**config.mk**
```make
export PLATFORM = sky130hd
export DESIGN_NAME = blur_frame_controller
export DESIGN_NICKNAME = d
export VERILOG_FILES = /design/src/rtl/blur_frame_controller.sv
export SDC_FILE = /design/constraint.sdc
export NUM_CORES = 1
export LEC_CHECK = 0
export ABC_AREA = 1
export BUFFER_PORTS_ARGS = -buffer_cell sky130_fd_sc_hd__buf_2
export CORE_AREA = 2 2 71 124
export CTS_CLUSTER_DIAMETER = 150
export DETAILED_ROUTE_END_ITERATION = 8
export DIE_AREA = 0 0 73 126
export SYNTH_ARGS = -nofsm -noshare
export SYNTH_HDL_FRONTEND = slang
export SYNTH_SLANG_ARGS = --single-unit
export TNS_END_PERCENT = 1
```
**constraint.sdc**
```tcl
create_clock -name clk -period 2.4 [get_ports clk]
set_input_delay 0.48 -clock clk [delete_from_list [all_inputs] [get_ports clk]]
set_output_delay 0.48 -clock clk [all_outputs]
set_load 0.05 [all_outputs]
```
**src/rtl/blur_frame_controller.sv**
```systemverilog
// blur_frame_controller: frames a raster pixel stream for an external blurring
// filter. It latches the kernel code at frame start, tracks row/column, and
// delays each accepted pixel so it lines up with the filter result. Pixels
// inside the kernel-radius border are emitted raw, and all other pixels take
// the filter output.
module blur_frame_controller #(
  parameter int DATA_WIDTH     = 12,
  parameter int IMG_WIDTH      = 320,
  parameter int IMG_HEIGHT     = 240,
  parameter int FILTER_LATENCY = 1
) (
  input  logic                  clk,
  input  logic                  reset,
  input  logic [2:0]            freq_flag_req,
  input  logic [DATA_WIDTH-1:0] pixel_in,
  input  logic                  pixel_in_valid,
  input  logic                  sof,
  output logic [2:0]            filter_freq_flag,
  output logic [DATA_WIDTH-1:0] filter_data_in,
  input  logic [DATA_WIDTH-1:0] filter_data_out,
  output logic [DATA_WIDTH-1:0] pixel_out,
  output logic                  pixel_out_valid,
  output logic                  eof_out,
  output logic                  busy,
  output logic                  frame_err
);

  localparam int CW = $clog2(IMG_WIDTH);
  localparam int RW = $clog2(IMG_HEIGHT);
  localparam int FW = 4;
  localparam int LL = FILTER_LATENCY;

  typedef enum logic [1:0] {IDLE = 2'd0, ACTIVE = 2'd1, FLUSH = 2'd2} state_t;

  state_t                state, next_state;
  logic [CW-1:0]         col, pos_col, next_col;
  logic [RW-1:0]         row, pos_row, next_row;
  logic [FW-1:0]         flush_cnt;
  logic                  start, abort, accept, last_pix, border;
  logic [2:0]            eff_code;
  logic [31:0]           prow, pcol, rad;
  logic [LL-1:0]         dly_valid, dly_border, dly_eof;
  logic [DATA_WIDTH-1:0] dly_raw [LL];

  // Kernel radius for a kernel code; unknown codes mean no border.
  function automatic logic [1:0] radius_of(input logic [2:0] code);
    logic [1:0] r;
    case (code)
      3'b000:  r = 2'd0;
      3'b010:  r = 2'd1;
      3'b100:  r = 2'd2;
      3'b011:  r = 2'd3;
      default: r = 2'd0;
    endcase
    return r;
  endfunction

  // Acceptance, position of the accepted pixel, and the counter advance.
  // A sof pixel is always position (0,0) and uses the code it latches.
  always_comb begin
    start    = (state == IDLE) && pixel_in_valid && sof;
    abort    = (state == ACTIVE) && pixel_in_valid && sof;
    accept   = start || ((state == ACTIVE) && pixel_in_valid);
    pos_col  = sof ? {CW{1'b0}} : col;
    pos_row  = sof ? {RW{1'b0}} : row;
    last_pix = accept && (pos_row == RW'(IMG_HEIGHT - 1)) && (pos_col == CW'(IMG_WIDTH - 1));
    if (last_pix) begin
      next_col = {CW{1'b0}};
      next_row = {RW{1'b0}};
    end else if (pos_col == CW'(IMG_WIDTH - 1)) begin
      next_col = {CW{1'b0}};
      next_row = pos_row + {{(RW-1){1'b0}}, 1'b1};
    end else begin
      next_col = pos_col + {{(CW-1){1'b0}}, 1'b1};
      next_row = pos_row;
    end
    eff_code = sof ? freq_flag_req : filter_freq_flag;
    prow     = 32'(pos_row);
    pcol     = 32'(pos_col);
    rad      = 32'(radius_of(eff_code));
    border   = (prow < rad) || (prow + rad > 32'(IMG_HEIGHT - 1)) ||
               (pcol < rad) || (pcol + rad > 32'(IMG_WIDTH - 1));
  end

  // Next-state logic.
  always_comb begin
    next_state = state;
    case (state)
      IDLE:    if (start) next_state = ACTIVE; else next_state = IDLE;
      ACTIVE:  if (last_pix) next_state = FLUSH; else next_state = ACTIVE;
      FLUSH:   if (flush_cnt == FW'(LL - 1)) next_state = IDLE; else next_state = FLUSH;
      default: next_state = IDLE;
    endcase
  end

  // State register.
  always_ff @(posedge clk or posedge reset) begin
    if (reset) state <= IDLE;
    else       state <= next_state;
  end

  // Row/column counters, flush timer, latched kernel code and abort pulse.
  always_ff @(posedge clk or posedge reset) begin
    if (reset) begin
      col              <= {CW{1'b0}};
      row              <= {RW{1'b0}};
      flush_cnt        <= {FW{1'b0}};
      filter_freq_flag <= 3'b000;
      frame_err        <= 1'b0;
    end else begin
      if (accept) begin
        col <= next_col;
        row <= next_row;
      end
      if (state == FLUSH) flush_cnt <= flush_cnt + {{(FW-1){1'b0}}, 1'b1};
      else                flush_cnt <= {FW{1'b0}};
      if (start || abort) filter_freq_flag <= freq_flag_req;
      frame_err <= abort;
    end
  end

  // Delay line carrying valid, border decision, end-of-frame mark and raw data.
  always_ff @(posedge clk or posedge reset) begin
    if (reset) begin
      dly_valid  <= {LL{1'b0}};
      dly_border <= {LL{1'b0}};
      dly_eof    <= {LL{1'b0}};
      for (int i = 0; i < LL; i++) dly_raw[i] <= {DATA_WIDTH{1'b0}};
    end else begin
      for (int i = LL - 1; i > 0; i--) begin
        dly_valid[i]  <= dly_valid[i-1];
        dly_border[i] <= dly_border[i-1];
        dly_eof[i]    <= dly_eof[i-1];
        dly_raw[i]    <= dly_raw[i-1];
      end
      dly_valid[0]  <= accept;
      dly_border[0] <= border;
      dly_eof[0]    <= last_pix;
      dly_raw[0]    <= pixel_in;
    end
  end

  // Outputs: pass-through to the filter, raw/filtered select at the tail.
  always_comb begin
    filter_data_in  = pixel_in;
    busy            = (state != IDLE);
    pixel_out_valid = dly_valid[LL-1];
    eof_out         = dly_valid[LL-1] && dly_eof[LL-1];
    if (dly_valid[LL-1]) pixel_out = dly_border[LL-1] ? dly_raw[LL-1] : filter_data_out;
    else                 pixel_out = {DATA_WIDTH{1'b0}};
  end

endmodule

```
==> flow_summary_export.csv <==
group,metric,value,unit
pwr,power.leakage,1.832,nW
clocking,clk_pin_slew,0.07,ns
layout,area_growth,21.59,%
logic_synthesis,synth_most_common_cell,"nand2_1",
routing,drt-initial-drc-count,83,
clocking,tritoncts,"done",
logic_synthesis,synthesis.instances,376,
clocking,cts_setup_buffers,0,
routing,finalWirelength,6785,um
logic_synthesis,synth_top_cell_area_share,37.55,%
timing,setup_violations,0,
routing,wire_per_inst,12.68,um
logic_synthesis,synth_cell_types,35,
grt,grt_pass1_wl,11120,um
layout,layout-drive-gt1-share,26.19,%
layout,fillers,867,
logic_synthesis,synth-seq-area-share,37.55,%
timing,finalCritPeriodShare,88.61,%
placement,port_buffers,61,
clocking,cts_buffer_depth,2,
placement,hpwl,5611,um
layout,nets,487,
timing,worst_pin_slew,0.7571,ns
timing,final.setup.tns,0,ns
timing,skew,0.007134,ns
die,initial_core_util,34.12,%
run_status,status,"completed",
logic_synthesis,ys.warnings.count,0,
placement,place_congestion,0.9668,
grt,grt_max_degree,25,
pwr,power.density,637.8,nW/um^2
clocking,clk_latency,0.29,ns
routing,ant_nets,0,
grt,overflow,0,
flow_run,maxCapViolations,0,
logic_synthesis,syn_avg_cell_area,7.444,um^2
setup_path,reg2reg_depth,12,
layout,multi_input_area,1415,um^2
timing,period_needed,2.127,ns
layout,num_antenna_cells,0,
worst_hold_path,hold_path_class,"in2async",
clocking,cts.sinks,42,
grt,antenna_found_initial,0,
clocking,htreeDepth,2,
die,rows,44,
logic_synthesis,synthArstFlopShare,100.0,%
die,ioPinCount,62,
timing,slew_violations,0,
layout,post-route-util,41.49,%
grt,grt_pass1_vias,2439,
setup_path,endpoint_kind,"flop",
grt,track_usage,15.75,%
clocking,cts.repair.resized,0,
setup_path,cp.required,2.58,ns
die,dieWidth,73,um
logic_synthesis,syn_nets,421,
setup_path,crit_path_start_kind,"flop",
routing,post_drt_via_cell_ratio,4.720,
setup_path,arrival,2.31,ns
setup_path,worstPathMaxFanout,4,
timing,rsz0062_at_grt,"no",
pwr,vdd_drop_max,0.0002804,V
logic_synthesis,synth_area,2799,um^2
die,die_y,126,um
clocking,root_buffer,"clkbuf_16",
timing,max_freq,0.4702,GHz
logic_synthesis,synthTopCellsByCount,"nand2_1 (94), nor2_1 (54), inv_1 (45), dfrtp_1 (42), o21ai_0 (29)",
timing,max-slew-margin-rel,49.21,%
timing,final-hold-violation-count,0,
layout,seqCellArea,1051,um^2
logic_synthesis,synthFlopType,"dfrtp_1",
routing,num_vias,2525,
logic_synthesis,ys_seq_elements,42,
logic_synthesis,synth_edf_count,0,
routing,drtPass1Iterations,4,
clocking,cts_buffers,5,
logic_synthesis,synth.top_cells.by_area,"dfrtp_1 (38%), nand2_1 (13%), nor2_1 (7.2%)",
die,core-area,8203,um^2
routing,drc,0,
clocking,hold_buffers,0,
logic_synthesis,yosysTopAreaCell,"dfrtp_1",
setup_path,worstSetupPathType,"reg2reg",
die,die_area,9198,um^2
-- critical path: stages, from the launching register on --
cell,delay (ns)
dfrtp_1,0.39
o21ai_0,0.26
and2_1,0.19
a21oi_2,0.10
fa_1,0.42
inv_1,0.10
nor2_1,0.05
o21ai_0,0.11
nand2_1,0.08
nand2_1,0.06
nand2_1,0.05
a21oi_1,0.14
nand2_1,0.06
-- stage by stage --
stage	setup WS, ns	total power [mW]	hold slack (ns)	cell area (um^2)	instances
after floorplan	0.008513	1.310	0.4507	2803	376
after global routing	0.08995	2.278	0.2842	3403	535
after global placement	0.09775	1.490	0.4676	3254	527
after detailed placement	0.04048	1.495	0.4823	3254	527
final	0.2734	2.171	0.2206	3403	535
after CTS	0.2761	2.203	0.2385	3403	535
-- cells in the final DEF, fill, tap and decap left out, types with 2 or more instances in the layout --
master / instances
nand2_1: 94
buf_2: 61
nor2_1: 54
inv_1: 44
dfrtp_1: 42
o21ai_0: 28
nand3_1: 21
buf_4: 15
ha_1: 12
xor2_1: 7
o21ai_1: 6
a21oi_1: 5
clkbuf_16: 5
nand2_2: 4
nor2_2: 4
inv_2: 4
nand2_4: 3
nor2_4: 3
nor3_2: 3
nor3_1: 3
buf_12: 3
nand3_2: 2
nand4_1: 2
and2_1: 2
fa_1: 2
clkinvlp_4: 2
-- final timing paths --
kind	slack, ns	from	endpoint
min in group clk	0.30	pixel_in[0]	dly_raw[0]
worst min-delay path	0.22	reset	col[1]
worst max register to register	0.27	filter_freq_flag[1]	dly_border
worst min register to register	0.49	flush_cnt[0]	flush_cnt[0]
max in group asynchronous	1.67	reset	row[0]
worst max-delay path	0.27	filter_freq_flag[1]	dly_border
-- area by class of cell --
| class | count | area share (%) |
|---|---|---|
| repair buffers | 79 | 14.04 |
| clock buffers | 5 | 3.676 |
| multi-input cells | 264 | 41.58 |
| well taps | 92 | 3.382 |
| clock inverters | 3 | 0.6985 |
| flip-flops and latches | 42 | 30.88 |
| inverters | 50 | 5.735 |
-- metal layers --
| layer | GRT usage [%] | vias up | wire (um) |
|---|---|---|---|
| met5 | 0 | - | 0 |
| met4 | 9.150 | 0 | 260 |
| met3 | 2.560 | 15 | 262 |
| met2 | 30.95 | 67 | 3916 |
| met1 | 14.02 | 1158 | 2346 |
| li1 | - | 1285 | - |
-- registers in the layout, indices dropped and copies added (netlist names) --
register and cells:
filter_freq_flag 3, dly_border 1, row 8, col 9, frame_err 1, flush_cnt 4
state 2, pixel_out_valid 1, dly_eof 1, dly_raw 12
-- report_power, final --
part / total (mW) / internal [mW] / switching [mW]
sequential: 0.790 / 0.754 / 0.0364
combinational: 0.684 / 0.179 / 0.504
clock: 0.697 / 0.389 / 0.308
-- kinds of logic after synthesis --
family          after synthesis  share of synthesized area (%)
compound gates               44                          8.315
fa+ha+maj                    14                          6.795
buf+inv                      70                          12.02
flops                        42                          37.55
simple gates                198                          32.81
xor+xnor                      8                          2.503
No activity file was read; power rests on OpenSTA's default activity.
